[config.mk]
export PLATFORM = sky130hd
export DESIGN_NAME = xbar_arbiter
export DESIGN_NICKNAME = d
export VERILOG_FILES = /design/src/rtl/xbar_pkg.sv /design/src/rtl/xbar_slave_arb.sv /design/src/rtl/xbar_arbiter.sv
export SDC_FILE = /design/constraint.sdc
export NUM_CORES = 1
export LEC_CHECK = 0
export BUFFER_PORTS_ARGS = -buffer_cell sky130_fd_sc_hd__buf_2
export CAP_MARGIN = 20
export CORE_AREA = 2 2 81 83
export CTS_BUF_LIST = sky130_fd_sc_hd__clkbuf_8
export DETAILED_ROUTE_END_ITERATION = 8
export DIE_AREA = 0 0 83 85
export PLACE_DENSITY = 0.85
export RECOVER_POWER = 25
export SYNTH_ARGS = -nofsm -noshare
export SYNTH_HDL_FRONTEND = slang
export SYNTH_SLANG_ARGS = --single-unit
[constraint.sdc]
create_clock -name clk -period 3 [get_ports clk]
set_clock_uncertainty 0.15 [all_clocks]
set_input_delay 0.6 -clock clk [delete_from_list [all_inputs] [get_ports clk]]
set_output_delay 0.6 -clock clk [all_outputs]
set_load 0.02 [all_outputs]
[src/rtl/xbar_pkg.sv]
// xbar_pkg: shared definitions for the 2x2 switch-matrix arbiter.
//   - Master/slave bundle widths and field positions.
//   - Packed views of the master and slave bundles.
//   - Arbiter state encoding (IDLE/BUSY).
//   - Helpers to unpack a raw master bundle and decode its target slave.
package xbar_pkg;

    localparam int unsigned ADDR_W = 32;
    localparam int unsigned DATA_W = 32;
    localparam int unsigned M_W    = 66;
    localparam int unsigned S_W    = 33;

    // Master bundle field positions
    localparam int unsigned M_REQ     = 65;
    localparam int unsigned M_WE      = 64;
    localparam int unsigned M_ADDR_HI = 63;
    localparam int unsigned M_ADDR_LO = 32;

    // Slave response field positions
    localparam int unsigned S_ACK = 32;

    // Address bit that picks the target slave
    localparam int unsigned ADDR_SEL_BIT = 31;

    // Per-slave arbiter state encoding
    localparam logic [0:0] IDLE = 1'b0;
    localparam logic [0:0] BUSY = 1'b1;

    typedef struct packed {
        logic              req;
        logic              we;
        logic [ADDR_W-1:0] addr;
        logic [DATA_W-1:0] wdata;
    } m_bundle_t;

    typedef struct packed {
        logic              ack;
        logic [DATA_W-1:0] rdata;
    } s_bundle_t;

    // Split a raw master bundle into named fields.
    function automatic m_bundle_t unpack_m(input logic [M_W-1:0] raw);
        m_bundle_t b;
        b.req   = raw[M_REQ];
        b.we    = raw[M_WE];
        b.addr  = raw[M_ADDR_HI:M_ADDR_LO];
        b.wdata = raw[M_ADDR_LO-1:0];
        return b;
    endfunction

    // Split a raw slave response into named fields.
    function automatic s_bundle_t unpack_s(input logic [S_W-1:0] raw);
        s_bundle_t b;
        b.ack   = raw[S_ACK];
        b.rdata = raw[S_ACK-1:0];
        return b;
    endfunction

    // True when the master is requesting the given slave.
    function automatic logic targets(input m_bundle_t b, input logic slave);
        return b.req && (b.addr[ADDR_SEL_BIT] == slave);
    endfunction

endpackage

[src/rtl/xbar_slave_arb.sv]
// xbar_slave_arb: round-robin arbiter for one slave of the 2x2 matrix.
// Requests and ack are sampled into a register stage first; the FSM acts
// on the sampled values one edge later.
// Ports:
//   clk, rst  clock, asynchronous active-high reset
//   req[1:0]  master x is requesting this slave (already address-decoded)
//   ack       slave acknowledge
//   sel       current/last owner (0 = master 0, 1 = master 1)
//   busy      slave currently granted
//   gnt[1:0]  one-hot: master x holds this slave
//   err       one-cycle pulse when a grant is released by timeout
module xbar_slave_arb
    import xbar_pkg::*;
#(
    parameter int unsigned TIMEOUT = 64,
    parameter int unsigned CNT_W   = 16
) (
    input  logic       clk,
    input  logic       rst,
    input  logic [1:0] req,
    input  logic       ack,
    output logic       sel,
    output logic       busy,
    output logic [1:0] gnt,
    output logic       err
);

    localparam logic [CNT_W-1:0] CNT_LAST = CNT_W'(TIMEOUT - 1);

    logic [1:0]       req_q;
    logic             ack_q;
    logic [0:0]       state;
    logic [0:0]       state_nx;
    logic             prio;
    logic             prio_nx;
    logic             owner;
    logic             owner_nx;
    logic [CNT_W-1:0] cnt;
    logic [CNT_W-1:0] cnt_nx;
    logic             err_nx;
    logic [1:0]       gnt_nx;
    logic             owner_req;

    // Input sample stage
    always_ff @(posedge clk or posedge rst) begin
        if (rst) begin
            req_q <= 2'b00;
            ack_q <= 1'b0;
        end else begin
            req_q <= req;
            ack_q <= ack;
        end
    end

    // State register
    always_ff @(posedge clk or posedge rst) begin
        if (rst) begin
            state <= IDLE;
            prio  <= 1'b0;
            owner <= 1'b0;
            cnt   <= '0;
            err   <= 1'b0;
            gnt   <= 2'b00;
        end else begin
            state <= state_nx;
            prio  <= prio_nx;
            owner <= owner_nx;
            cnt   <= cnt_nx;
            err   <= err_nx;
            gnt   <= gnt_nx;
        end
    end

    // Next-state logic; exit priority in BUSY is ack, abort, timeout
    always_comb begin
        state_nx  = state;
        prio_nx   = prio;
        owner_nx  = owner;
        cnt_nx    = cnt;
        err_nx    = 1'b0;
        owner_req = owner ? req_q[1] : req_q[0];

        case (state)
            IDLE: begin
                if (|req_q) begin
                    state_nx = BUSY;
                    owner_nx = (&req_q) ? prio : req_q[1];
                    cnt_nx   = '0;
                end
            end
            BUSY: begin
                if (ack_q) begin
                    state_nx = IDLE;
                    prio_nx  = ~owner;
                end else if (!owner_req) begin
                    state_nx = IDLE;
                end else if (cnt == CNT_LAST) begin
                    state_nx = IDLE;
                    err_nx   = 1'b1;
                    prio_nx  = ~owner;
                end else begin
                    cnt_nx = cnt + CNT_W'(1);
                end
            end
            default: begin
                state_nx = IDLE;
            end
        endcase

        // Grant vector registered alongside the state so it lines up with busy
        gnt_nx = 2'b00;
        if (state_nx == BUSY) begin
            gnt_nx = owner_nx ? 2'b10 : 2'b01;
        end
    end

    // sel only moves on a grant, so it holds the last owner while idle
    assign sel  = owner;
    assign busy = (state == BUSY);

endmodule

[src/rtl/xbar_arbiter.sv]
// xbar_arbiter: drives the select inputs of the 2x2 master/slave matrix.
// Decodes each master's target slave from addr[31] and runs one
// round-robin arbiter per slave.
// Ports:
//   clk, rst          clock, asynchronous active-high reset
//   in_0_m, in_1_m    master bundles {req, we, addr[31:0], wdata[31:0]}
//   in0_s, in1_s      slave responses {ack, rdata[31:0]}
//   sel0, sel1        slave owner selects into the matrix
//   busy0, busy1      slave currently granted
//   gnt_0_m, gnt_1_m  master holds a grant on either slave
//   err0, err1        one-cycle pulse on grant release by timeout
module xbar_arbiter
    import xbar_pkg::*;
#(
    parameter int unsigned TIMEOUT = 64,
    parameter int unsigned CNT_W   = 16
) (
    input  logic           clk,
    input  logic           rst,
    input  logic [M_W-1:0] in_0_m,
    input  logic [M_W-1:0] in_1_m,
    input  logic [S_W-1:0] in0_s,
    input  logic [S_W-1:0] in1_s,
    output logic           sel0,
    output logic           sel1,
    output logic           busy0,
    output logic           busy1,
    output logic           gnt_0_m,
    output logic           gnt_1_m,
    output logic           err0,
    output logic           err1
);

    m_bundle_t  m0;
    m_bundle_t  m1;
    s_bundle_t  s0;
    s_bundle_t  s1;
    logic [1:0] req_s0;
    logic [1:0] req_s1;
    logic [1:0] gnt_s0;
    logic [1:0] gnt_s1;
    logic       unused_bits;

    assign m0 = unpack_m(in_0_m);
    assign m1 = unpack_m(in_1_m);
    assign s0 = unpack_s(in0_s);
    assign s1 = unpack_s(in1_s);

    // Per-slave request vectors, bit x = master x
    assign req_s0 = {targets(m1, 1'b0), targets(m0, 1'b0)};
    assign req_s1 = {targets(m1, 1'b1), targets(m0, 1'b1)};

    // Data fields pass straight through the matrix, not through here
    assign unused_bits = ^{m0, m1, s0, s1};

    xbar_slave_arb #(
        .TIMEOUT (TIMEOUT),
        .CNT_W   (CNT_W)
    ) u_arb0 (
        .clk  (clk),
        .rst  (rst),
        .req  (req_s0),
        .ack  (s0.ack),
        .sel  (sel0),
        .busy (busy0),
        .gnt  (gnt_s0),
        .err  (err0)
    );

    xbar_slave_arb #(
        .TIMEOUT (TIMEOUT),
        .CNT_W   (CNT_W)
    ) u_arb1 (
        .clk  (clk),
        .rst  (rst),
        .req  (req_s1),
        .ack  (s1.ack),
        .sel  (sel1),
        .busy (busy1),
        .gnt  (gnt_s1),
        .err  (err1)
    );

    // A master targets one slave at a time, so at most one term is set
    assign gnt_0_m = gnt_s0[0] | gnt_s1[0];
    assign gnt_1_m = gnt_s0[1] | gnt_s1[1];

endmodule

# Word level (Yosys, flattened, before mapping)
# Cells that the tools add are included.
# classes
add_sub_neg,2
multipliers,0
div,0
magnitude_cmp,0
eq_ne,10
n_shift,0
n_mux,46
bitwise_logic,8
n_reduce_logical,16
# op_table
op,count
two-way mux 16 bit,8
one-hot mux 16 bit (2 select lines),2
adder 16 x 1 -> 16 bit (second input constant),2
equality test 16 x 6 -> 1 bit (second input constant),2
two-way mux 1 bit,30
inequality test 2 bit (second input constant),6
two-way mux 2 bit,4
AND reduction 4 bit,2
nonzero test 2 bit,4
NOT 1 bit,6
AND reduction 3 bit,2
logical AND 1 bit,4
inequality test 2 x 1 -> 1 bit (second input constant),2
one-hot mux 1 bit (2 select lines),2
AND reduction 2 bit,2
OR reduction 2 bit,2
OR 1 bit,2
# totals
regBits,50
latch_bits,0
ramBits,0
romBits,0
input_bits,200
mem_count,0

# Longest topological paths before layout
# Gate-level depths: netlist of run 1.
# logic_depth
word_depth,6
mapped_depth,8
depth_no_buf,6

# Hierarchy
# From an unflattened synthesis of run 1, not the netlist that was laid out.
# hier_totals
cells_unflattened,278
area_unflattened_um2,2668.8
# by_module_without_submodules
mod,instances,cells_per_inst,area_per_inst_um2,seq_area_each_um2
xbar_slave_arb,2,136,1313.8,625.6
xbar_arbiter,1,6,41.3,0.0

# Worst setup path before layout of run 1
# Ideal clock, no wire load.
# synth_path
path_type,reg-to-reg
startpoint,register u_arb1.cnt[0]
endpoint,register u_arb1.cnt[1]
setup_time_ns,0.121
arrival_time_ns,1.565
setup_slack_ns,1.164
stages_incl_launch_ff,8
path_buffers,2
synth_period_minus_slack_ns,1.836
path_cell_list,dfrtp_1 > ha_1 > and3_1 > nand4_1 > and2_4 > buf_6 > buf_6 > a22o_1
# synth_via
elab_chain_len,5
# synth_rtl
item,line,text
"start, declared",xbar_slave_arb.sv:38,logic [CNT_W-1:0] cnt;
"start signal, assigned",xbar_slave_arb.sv:68,cnt <= cnt_nx;
adder 16 x 1 -> 16 bit,xbar_slave_arb.sv:102,cnt_nx = cnt + CNT_W'(1);
two-way mux 16 bit,xbar_slave_arb.sv:97,end else if (cnt == CNT_LAST) begin
two-way mux 16 bit,xbar_slave_arb.sv:95,end else if (!owner_req) begin
two-way mux 16 bit,xbar_slave_arb.sv:92,if (ack_q) begin
one-hot mux 16 bit (2 select lines),xbar_slave_arb.sv:83,case (state)
# Parallel ways exist; a longest one is shown, timed or not. The select of a mux whose other input is x is not followed.
# A chain may end at the register's enable or synchronous reset.

# Final worst setup path of run 1
# layout_path
startpoint,register u_arb1.cnt[9]
endpoint,register u_arb1.cnt[6]
# layout_via
elab_chain_len,3
# layout_rtl
item,line
equality test 16 x 6 -> 1 bit,xbar_slave_arb.sv:97
inequality test 2 bit (no source line),-
AND reduction 4 bit (no source line),-
# Every way passes these cells.

==> flow_summary.ini, run 1 <==
[floorplanning]
die-area_sq_um = 7060
die-width_um = 83
ioPinCount = 208
dieHeight_um = 85
initial_standard_cell_utilization_of_the_core = 0.395
std_cell_rows = 29
core_area_sq_um = 6200

[setup_path]
critical_path.endpoint_type = register
timing.critical_path.depth = 5
r2r.worst_path.cells = 5
crit_chain = nor4_1 -> nand4_1 -> a21oi_2 -> inv_1 -> a31oi_1
critical-path-slowest-cell = sky130_fd_sc_hd__a21oi_2
critical_path_arrival_ns = 2.50
critical_path.top_delay_family = compound AO/OA/AOI/OAI gates
worstPathRequired_ns = 3.07
critical_path.max_stage_delay_ns = 0.63
critPathLaunchType = register
crit_buf_inv = 1
crit_type = reg -> reg
crit_fanout = 15

[placed_design]
numPlacedInstances = 340
hpwl_um = 3450
dpl-instance-area_sq_um = 2550
place_congestion = 0.811
numPortBuffers = 15

[synth]
syn-cell-area_sq_um = 2450
async_reset_ff_frac = 1.00
syn_nets = 460
yosysWarnings = 0
synth-seq-area-share = 0.510
ys_types = 41
synth.most_common_cell = sky130_fd_sc_hd__dfrtp_1
synth_top_flop_cell = sky130_fd_sc_hd__dfrtp_1
synth-edff-count = 0
synth_cells = 258
syn_avg_cell_area_sq_um = 9.51
netlist.area_leader.share = 0.510
yosys_register_bits = 50
netlist_top_cells_area = sky130_fd_sc_hd__dfrtp_1, sky130_fd_sc_hd__o21ai_0, sky130_fd_sc_hd__nand2_1
synth.top_cells.by_count = sky130_fd_sc_hd__dfrtp_1, sky130_fd_sc_hd__o21ai_0, sky130_fd_sc_hd__nand2_1
yosysTopAreaCell = sky130_fd_sc_hd__dfrtp_1

[layout]
share_of_cells_above_drive_strength_1 = 0.122
final_nets = 472
finalNonFillerCells = 348
area.growth.synth_to_final_pct = 8.36
num-fill-cells = 581
final_design_area_no_fill_sq_um = 2660
diodes = 0
layout.core_utilization = 0.429
regArea_sq_um = 1250
multiInputGateArea_sq_um = 1080

[job]
cap_violations = 0

[global_routing]
grt_pass1_wl_um = 8690
grt_max_degree = 23
first_global_vias = 1943
antenna_violations_before_repair = 0
grt_overflow_total = 0
global_route.usage.total = 0.148

[timing]
grt_setup_unrepaired = false
report.final.hold_viol_count = 0
setup-violations-final = 0
final_period_minus_worst_setup_slack_ns = 2.43
max_freq_mhz = 411
totalNegativeSetupSlack_ns = 0
timing.max_slew.rel_slack = 0.477
fin_crit_sh = 0.810
worstMarginPinSlew_ns = 0.778
final_slew_violations = 0

[power_and_ir_drop]
switchingPower_w = 0.000383
power.ir.vdd_worst_mv = 0.379
static-leakage-power_nw = 1.17
cellInternalPower_w = 0.00103
p_clk_frac = 0.328
power_frac_seq = 0.530
p_per_area_nw_per_um2 = 532
comb_power_share = 0.142
swShare = 0.271

[clock_network]
cts.sinks = 50
postCtsResizedCells = 0
cts_inserted_buffers = 5
htree_num_levels = 2
source_to_sink_clock_delay_at_the_later_pin_of_the_worst_skew_pair_ns = 0.31
cts_tree = yes
cts_hold_repair.buffers = 0
cts.repair_timing.setup_buffer_count = 0
clkTransAtPathRegs_ns = 0.09
clock_tree.root_cell = sky130_fd_sc_hd__clkbuf_8
cts-root-to-sink-buffers = 2

[drt]
drt-pass1-iter-count = 6
routedWlPerCell_um = 14.8
highest-signal-layer = met4
detail_route.wirelength_um = 5140
viasPerCell = 5.87
drc = 0
vias = 2043
met2_length_um = 2490
drt.antenna.violating_nets = 0
drtIter0Drc = 130
detail_route_met3_wl_um = 249
m1WireLength_um = 2330

[worst_hold_path]
hold_path_class = in -> async

[run_status]
run_status = finished, final reports clean
## layer usage
metal | track usage | vias to the layer above
li1 | - | 970
met1 | 0.189 | 986
met2 | 0.251 | 80
met3 | 0.0243 | 7
met4 | 0.0626 | 0
met5 | 0 | -
## power by group through the flow
stage               combinational, W  sequential [W]  clock (W)
detailed placement          0.000202        0.000763          0
floorplan                   0.000148        0.000765          0
finish                      0.000201        0.000750   0.000463
global placement            0.000196        0.000762          0
global route                0.000226        0.000756   0.000494
CTS                         0.000203        0.000750   0.000468
## path summary, 6_finish.rpt
kind,start,to,slack (ns)
worst max-delay path,u_arb1.cnt[9]$_DFFE_PP0P_,u_arb1.cnt[6]$_DFFE_PP0P_,0.57
worst min-delay path,rst,u_arb1.cnt[6]$_DFFE_PP0P_,0.21
worst max register to register,u_arb1.cnt[9]$_DFFE_PP0P_,u_arb1.cnt[6]$_DFFE_PP0P_,0.57
worst min register to register,u_arb1.cnt[15]$_DFFE_PP0P_,u_arb1.cnt[15]$_DFFE_PP0P_,0.35
max in group asynchronous,rst,u_arb0.cnt[6]$_DFFE_PP0P_,1.41
min in group clk,in0_s[32],u_arb0.ack_q$_DFF_PP0_,0.25
## cells by family (layout without fill, tap and decap cells)
family / after synthesis / after routing / synth area share
AOI/OAI and AO/OA: 79 / 79 / 0.195
DFF: 50 / 50 / 0.510
and+or+nand+nor: 102 / 102 / 0.219
muxes: 4 / 4 / 0.0163
adders and majority gates: 2 / 2 / 0.0102
buffers and inverters: 21 / 34 / 0.0490
## final cells by class
type | count | share of cell area
clock buffer | 5 | 0.0259
inverter | 9 | 0.0127
multi-input combinational | 187 | 0.407
timing repair buffer | 17 | 0.0325
sequential | 50 | 0.471
clock inverter | 3 | 0.0151
tap | 77 | 0.0362
## through the flow
| stage | worst slack [ns] | hold slack, ns | total power (W) |
|---|---|---|---|
| 4_1_cts | 0.639 | 0.100 | 0.00142 |
| 2_1_floorplan | 1.05 | 0.282 | 0.000913 |
| 3_5_place_dp | 0.640 | 0.330 | 0.000965 |
| 3_3_place_gp | 0.745 | 0.315 | 0.000958 |
| 6_report | 0.569 | 0.214 | 0.00141 |
| 5_1_grt | 0.441 | 0.232 | 0.00148 |
## sequential cells by signal, indices dropped and copies added (netlist names), 2 cells and up
signal,cells
u_arb0.cnt,16
u_arb1.req_q,2
u_arb1.gnt,2
u_arb0.req_q,2
u_arb0.gnt,2
u_arb1.cnt,16
## layout by cell type, fill, tap and decap left out, types with 2 or more instances in the layout
| cell | count |
|---|---|
| sky130_fd_sc_hd__clkinv_2 | 2 |
| sky130_fd_sc_hd__nand2_1 | 22 |
| sky130_fd_sc_hd__o21ai_0 | 25 |
| sky130_fd_sc_hd__a32o_1 | 2 |
| sky130_fd_sc_hd__and4bb_1 | 2 |
| sky130_fd_sc_hd__or2_2 | 2 |
| sky130_fd_sc_hd__nand3_1 | 15 |
| sky130_fd_sc_hd__inv_2 | 2 |
| sky130_fd_sc_hd__and4_1 | 2 |
| sky130_fd_sc_hd__clkbuf_8 | 5 |
| sky130_fd_sc_hd__dfrtp_1 | 50 |
| sky130_fd_sc_hd__nand4_1 | 8 |
| sky130_fd_sc_hd__ha_1 | 2 |
| sky130_fd_sc_hd__nor3_2 | 2 |
| sky130_fd_sc_hd__nor2_1 | 19 |
| sky130_fd_sc_hd__nor4_1 | 7 |
| sky130_fd_sc_hd__nor3_1 | 5 |
| sky130_fd_sc_hd__nor2b_1 | 4 |
| sky130_fd_sc_hd__and3_1 | 5 |
| sky130_fd_sc_hd__and2_0 | 2 |
| sky130_fd_sc_hd__o21ai_1 | 9 |
| sky130_fd_sc_hd__o31ai_1 | 4 |
| sky130_fd_sc_hd__and2_1 | 3 |
| sky130_fd_sc_hd__o22a_1 | 4 |
| sky130_fd_sc_hd__buf_2 | 15 |
| sky130_fd_sc_hd__nand2b_1 | 2 |
| sky130_fd_sc_hd__a31oi_1 | 10 |
| sky130_fd_sc_hd__inv_1 | 7 |
| sky130_fd_sc_hd__mux2i_1 | 4 |
| sky130_fd_sc_hd__a21oi_1 | 16 |
Power figures use the tool's default switching activity.
==> run 2, diff against run 1 <==
Settings changed: ABC_AREA from default to 1, CORE_AREA 2 2 81 83 to 2 2 90 92, DIE_AREA 0 0 83 85 to 0 0 92 94, PLACE_DENSITY 0.85 to 0.79.
Clock period 3 ns to 2.16 ns, I/O delays scaled along.
==> run 2 against run 1 <==
Critical path depth up 3. Largest cell class is now multi-input combinational cells. Sequential cell count unchanged. Synthesized area up 15%. Fmax up 25%.
==> flow_summary.ini, run 2 <==
[clock_network]
cts_inserted_buffers = 5
clkTransAtPathRegs_ns = 0.10
cts_hold_repair.buffers = 0
cts-root-to-sink-buffers = 2
cts.sinks = 50
postCtsResizedCells = 0
cts.repair_timing.setup_buffer_count = 0
clock_tree.root_cell = sky130_fd_sc_hd__clkbuf_8
htree_num_levels = 2
cts_tree = yes
source_to_sink_clock_delay_at_the_later_pin_of_the_worst_skew_pair_ns = 0.31

[synth]
synth.top_cells.by_count = sky130_fd_sc_hd__nand2_1, sky130_fd_sc_hd__nor2_1, sky130_fd_sc_hd__dfrtp_1
synth_cells = 386
netlist_top_cells_area = sky130_fd_sc_hd__dfrtp_1, sky130_fd_sc_hd__nand2_1, sky130_fd_sc_hd__nor2_1
synth.most_common_cell = sky130_fd_sc_hd__nand2_1
synth-edff-count = 0
synth_top_flop_cell = sky130_fd_sc_hd__dfrtp_1
syn_nets = 588
async_reset_ff_frac = 1.00
ys_types = 24
yosysWarnings = 0
netlist.area_leader.share = 0.442
yosys_register_bits = 50
syn_avg_cell_area_sq_um = 7.34
synth-seq-area-share = 0.442
syn-cell-area_sq_um = 2830
yosysTopAreaCell = sky130_fd_sc_hd__dfrtp_1

[timing]
final_slew_violations = 0
fin_crit_sh = 0.904
final_period_minus_worst_setup_slack_ns = 1.95
max_freq_mhz = 512
worstMarginPinSlew_ns = 1.23
report.final.hold_viol_count = 0
setup-violations-final = 0
grt_setup_unrepaired = false
timing.max_slew.rel_slack = 0.182
totalNegativeSetupSlack_ns = 0

[power_and_ir_drop]
power.ir.vdd_worst_mv = 0.334
p_per_area_nw_per_um2 = 702
static-leakage-power_nw = 1.51

[drt]
drt-pass1-iter-count = 4
viasPerCell = 4.92
drtIter0Drc = 130
drc = 0
routedWlPerCell_um = 11.4
detail_route.wirelength_um = 5800
vias = 2505
drt.antenna.violating_nets = 0

[floorplanning]
std_cell_rows = 32
ioPinCount = 208
die-width_um = 92
die-area_sq_um = 8650
dieHeight_um = 94
core_area_sq_um = 7610
initial_standard_cell_utilization_of_the_core = 0.372

[job]
cap_violations = 0

[layout]
share_of_cells_above_drive_strength_1 = 0.101
diodes = 0
final_design_area_no_fill_sq_um = 3130
reg_top3 = u_arb0.cnt (16), u_arb1.cnt (16)
final_nets = 608
most_frequent_cells_in_the_layout = sky130_fd_sc_hd__nand2_1, sky130_fd_sc_hd__nor2_1, sky130_fd_sc_hd__dfrtp_1, sky130_fd_sc_hd__nand3_1, sky130_fd_sc_hd__inv_1
leading_cell_type_in_the_layout_fill_and_taps_excluded = sky130_fd_sc_hd__nand2_1
area.growth.synth_to_final_pct = 10.6

[setup_path]
crit_fanout = 11
critical_path.endpoint_type = register
critPathLaunchType = register
crit_type = reg -> reg
critical_path_arrival_ns = 1.99
worstPathRequired_ns = 2.20

[placed_design]
numPortBuffers = 15
place_congestion = 0.891
dpl-instance-area_sq_um = 3030
hpwl_um = 4100

[global_routing]
grt_max_degree = 51
antenna_violations_before_repair = 0
first_global_vias = 2475
global_route.usage.total = 0.146
grt_overflow_total = 0
grt_pass1_wl_um = 10400

[run_status]
run_status = finished, final reports clean

[worst_hold_path]
hold_path_class = in -> reg
==> run 2: changes by cell type after synthesis, sizes merged, moves of 6 or more <==
cell | previous run | this run
nand2 | 22 | 130
o21ai | 34 | 21
a31oi | 10 | 0
nor4 | 7 | 0
inv | 9 | 33
and2 | 6 | 0
o21bai | 0 | 7
nor2 | 19 | 63
a21oi | 17 | 2
xor2 | 0 | 11
nand3 | 15 | 36
==> run 2: path summary, 6_finish.rpt <==
kind                                                start  slack [ns]  cells after the start                    endpoint
min in group asynchronous                             rst        0.35                      3  u_arb0.cnt[14]$_DFFE_PP0P_
worst max-delay path            u_arb1.cnt[1]$_DFFE_PP0P_        0.21                      8   u_arb1.cnt[0]$_DFFE_PP0P_
worst min-delay path                            in0_s[32]        0.07                      1      u_arb0.ack_q$_DFF_PP0_
max in group asynchronous                             rst        0.76                      3   u_arb1.cnt[8]$_DFFE_PP0P_
worst max register to register  u_arb1.cnt[1]$_DFFE_PP0P_        0.21                      8   u_arb1.cnt[0]$_DFFE_PP0P_
worst min register to register     u_arb1.ack_q$_DFF_PP0_        0.31                      1        u_arb1.err$_DFF_PP0_
==> run 2: power by group <==
group | internal [W] | switching, W
clock network | 0.000353 | 0.000348
registers | 0.00102 | 0.0000690
logic | 0.000128 | 0.000281
==> run 2: layout make-up <==
type	instances	area, sq um
fillers	772	4480
multi-input cells	295	1390
flip-flops and latches	50	1250
well taps	102	128
inverters	33	124
repair buffers	21	116
clock buffers	5	68.8
clock inverters	3	48.8
==> run 2: cell families after synthesis <==
| kind of cell | share of synthesized area |
|---|---|
| DFF | 0.442 |
| AOI/OAI and AO/OA | 0.0818 |
| buffers and inverters | 0.0658 |
| and+or+nand+nor | 0.361 |
| xor gates and xnor gates | 0.0402 |
| adders and majority gates | 0.00884 |
==> run 2: through the flow <==
| stage | instances | hold WS, ns | power [W] | worst slack [ns] | utilization |
|---|---|---|---|---|---|
| floorplan | 386 | 0.273 | 0.00140 | 0.377 | - |
| global placement | 501 | 0.289 | 0.00150 | 0.318 | 0.398 |
| detailed placement | 501 | 0.296 | 0.00151 | 0.246 | 0.398 |
| CTS | 509 | 0.00152 | 0.00222 | 0.234 | 0.414 |
| global route | 509 | 0.0658 | 0.00231 | 0.0457 | 0.412 |
| finish | 509 | 0.0725 | 0.00220 | 0.208 | 0.412 |
==> run 2: metal layers <==
| metal | vias to the layer above | share of wire | global-route usage |
|---|---|---|---|
| met4 | 0 | 0.011 | 0.0448 |
| met2 | 42 | 0.49 | 0.259 |
| li1 | 1263 | - | - |
| met3 | 9 | 0.031 | 0.0337 |
| met1 | 1191 | 0.47 | 0.175 |
| met5 | - | 0 | 0 |
==> run 2: worst max-delay path, stage by stage (launching register included) <==
cell                      delay (ns)
sky130_fd_sc_hd__dfrtp_1        0.41
sky130_fd_sc_hd__ha_1           0.27
sky130_fd_sc_hd__nand3_2        0.17
sky130_fd_sc_hd__nor2_2         0.15
sky130_fd_sc_hd__nand2_2        0.10
sky130_fd_sc_hd__nand2_1        0.07
sky130_fd_sc_hd__nand2_1        0.27
sky130_fd_sc_hd__nand3_1        0.17
sky130_fd_sc_hd__o21ai_1        0.08
==> run 3, diff against run 2 <==
Settings changed: CORE_AREA 2 2 90 92 to 2 2 83 85, CTS_CLUSTER_DIAMETER from default to 120, DIE_AREA 0 0 92 94 to 0 0 85 87, PLACE_DENSITY 0.79 to 0.88.
Clock period 2.16 ns to 2.38 ns, I/O delays scaled along.
==> run 3 against run 2 <==
Non-clock buffer count stayed put. Total power is 15% lower. Critical path depth stayed put. Setup slack better by 0.14 ns. Via count is 0.20% lower. Hold slack better by 0.040 ns. Final area is 1.4% lower. Count of clock-buffer cells in the layout stayed put. Largest cell class unchanged. Highest routed layer unchanged.
==> flow_summary.ini, run 3 (synthesis gave the netlist of run 2 again) <==
[layout]
num-fill-cells = 595
leading_cell_type_in_the_layout_fill_and_taps_excluded = sky130_fd_sc_hd__nand2_1
most_frequent_cells_in_the_layout = sky130_fd_sc_hd__nand2_1, sky130_fd_sc_hd__nor2_1, sky130_fd_sc_hd__dfrtp_1, sky130_fd_sc_hd__nand3_1, sky130_fd_sc_hd__inv_1
area.growth.synth_to_final_pct = 9.01
share_of_cells_above_drive_strength_1 = 0.103
diodes = 0
reg_top3 = u_arb0.cnt (16), u_arb1.cnt (16)
final_nets = 608
layout.core_utilization = 0.470

[setup_path]
critical_path.top_delay_family = simple AND/OR/NAND/NOR gates
critPathLaunchType = register
regToRegSetupSlack_ns = 0.35
crit_chain = ha_1 -> nand3_2 -> nor2_1 -> nand2_1 -> a21boi_4 -> buf_4 -> nand2_1 -> nand2_1
crit_buf_inv = 1
critical_path.max_stage_delay_ns = 0.41
crit_type = reg -> reg
crit_fanout = 17
timing.critical_path.depth = 8
critical_path.endpoint_type = register
critical_path.reg2reg.endpoint = u_arb0.cnt[5]$_DFFE_PP0P_
critical_path_arrival_ns = 2.13
critical-path-slowest-cell = sky130_fd_sc_hd__dfrtp_1
crit_path_frequent_cell = sky130_fd_sc_hd__nand2_1
r2r.worst_path.cells = 8
regToRegStartpoint = u_arb0.cnt[1]$_DFFE_PP0P_
worstPathRequired_ns = 2.47

[clock_network]
cts.repair_timing.setup_buffer_count = 0
htree_num_levels = 2
postCtsResizedCells = 0
cts_inserted_buffers = 5
cts_hold_repair.buffers = 0
source_to_sink_clock_delay_at_the_later_pin_of_the_worst_skew_pair_ns = 0.31
cts-root-to-sink-buffers = 2
clkTransAtPathRegs_ns = 0.10
cts.sinks = 50
clock_tree.root_cell = sky130_fd_sc_hd__clkbuf_8
cts_tree = yes

[timing]
report.final.hold_viol_count = 0
final_period_minus_worst_setup_slack_ns = 2.03
timing.max_slew.rel_slack = 0.415
setup-violations-final = 0
max_freq_mhz = 492
totalNegativeSetupSlack_ns = 0
fin_crit_sh = 0.854
worstMarginPinSlew_ns = 0.877
final_slew_violations = 0
grt_setup_unrepaired = false

[drt]
drt.antenna.violating_nets = 0
drtIter0Drc = 82
viasPerCell = 5.13
drc = 0
highest-signal-layer = met4
detail_route.wirelength_um = 5850
m1WireLength_um = 2580
detail_route_met3_wl_um = 159
drt-pass1-iter-count = 4
routedWlPerCell_um = 12.0
met2_length_um = 2970
vias = 2500

[placed_design]
hpwl_um = 4240
numPortBuffers = 15
place_congestion = 0.953

[power_and_ir_drop]
switchingPower_w = 0.000616
static-leakage-power_nw = 1.51
power_frac_seq = 0.529
p_clk_frac = 0.280
power.ir.vdd_worst_mv = 0.374
cellInternalPower_w = 0.00125
p_per_area_nw_per_um2 = 606
comb_power_share = 0.191
swShare = 0.329

[floorplanning]
die-width_um = 85
die-area_sq_um = 7400
std_cell_rows = 30
initial_standard_cell_utilization_of_the_core = 0.431
core_area_sq_um = 6570
ioPinCount = 208
dieHeight_um = 87

[worst_hold_path]
min_to = u_arb1.ack_q$_DFF_PP0_
hold_path_class = in -> reg
min_delay_path_depth = 1
min_from = in1_s[32]

[job]
cap_violations = 0

[run_status]
run_status = finished, final reports clean

[global_routing]
grt_pass1_wl_um = 10100
global_route.usage.total = 0.166
antenna_violations_before_repair = 0
grt_max_degree = 25
grt_overflow_total = 0
first_global_vias = 2452
## run 3: changes by cell type in the layout (fill, tap and decap cells not counted), sizes merged
cell      delta
clkbuf       -2
buf          +2
bufinv       -1
clkinv       +2
clkinvlp     -1
## run 3: stage by stage
step	instance area [sq um]	total power [W]	hold slack (ns)	worst slack, ns	instances
after floorplan	2830	0.00127	0.273	0.553	386
final	3090	0.00187	0.113	0.347	487
after detailed placement	2990	0.00136	0.288	0.374	479
after global placement	2990	0.00135	0.287	0.444	479
after CTS	3090	0.00188	0.0425	0.324	487
after global routing	3090	0.00197	0.0944	0.165	487
## run 3: routing by layer
| metal | GRT usage | vias to the layer above |
|---|---|---|
| met5 | 0 | - |
| met4 | 0.0620 | 0 |
| met3 | 0.0417 | 16 |
| met2 | 0.293 | 47 |
| met1 | 0.194 | 1171 |
| li1 | - | 1266 |
## run 3: power groups by stage
| stage | combinational (W) | sequential (W) | clock (W) |
|---|---|---|---|
| after floorplan | 0.000260 | 0.00101 | 0 |
| after global placement | 0.000348 | 0.000997 | 0 |
| after detailed placement | 0.000359 | 0.00100 | 0 |
| after CTS | 0.000362 | 0.000986 | 0.000536 |
| after global routing | 0.000408 | 0.000998 | 0.000568 |
| final | 0.000358 | 0.000988 | 0.000523 |
## run 3: worst max path at each step
stage / from / to / slack (ns)
6_report: u_arb0.cnt[1]$_DFFE_PP0P_ / u_arb0.cnt[5]$_DFFE_PP0P_ / 0.35
5_1_grt: u_arb0.cnt[1]$_DFFE_PP0P_ / u_arb0.cnt[1]$_DFFE_PP0P_ / 0.16
4_1_cts: u_arb0.cnt[1]$_DFFE_PP0P_ / u_arb0.cnt[1]$_DFFE_PP0P_ / 0.32
3_5_place_dp: u_arb0.cnt[0]$_DFFE_PP0P_ / u_arb0.cnt[1]$_DFFE_PP0P_ / 0.37
3_3_place_gp: u_arb0.cnt[0]$_DFFE_PP0P_ / u_arb0.gnt[1]$_DFF_PP0_ / 0.44
2_1_floorplan: rst / u_arb0.ack_q$_DFF_PP0_ / 0.55
## run 3: area by class of cell
cell class	instances	area, sq um	area share
Clock inverter	3	28.8	0.00932
Timing Repair Buffer	21	120	0.0389
Inverter	33	124	0.0401
Clock buffer	5	68.8	0.0223
Multi-Input combinational cell	295	1390	0.452
Tap cell	80	100	0.0324
Sequential cell	50	1250	0.405
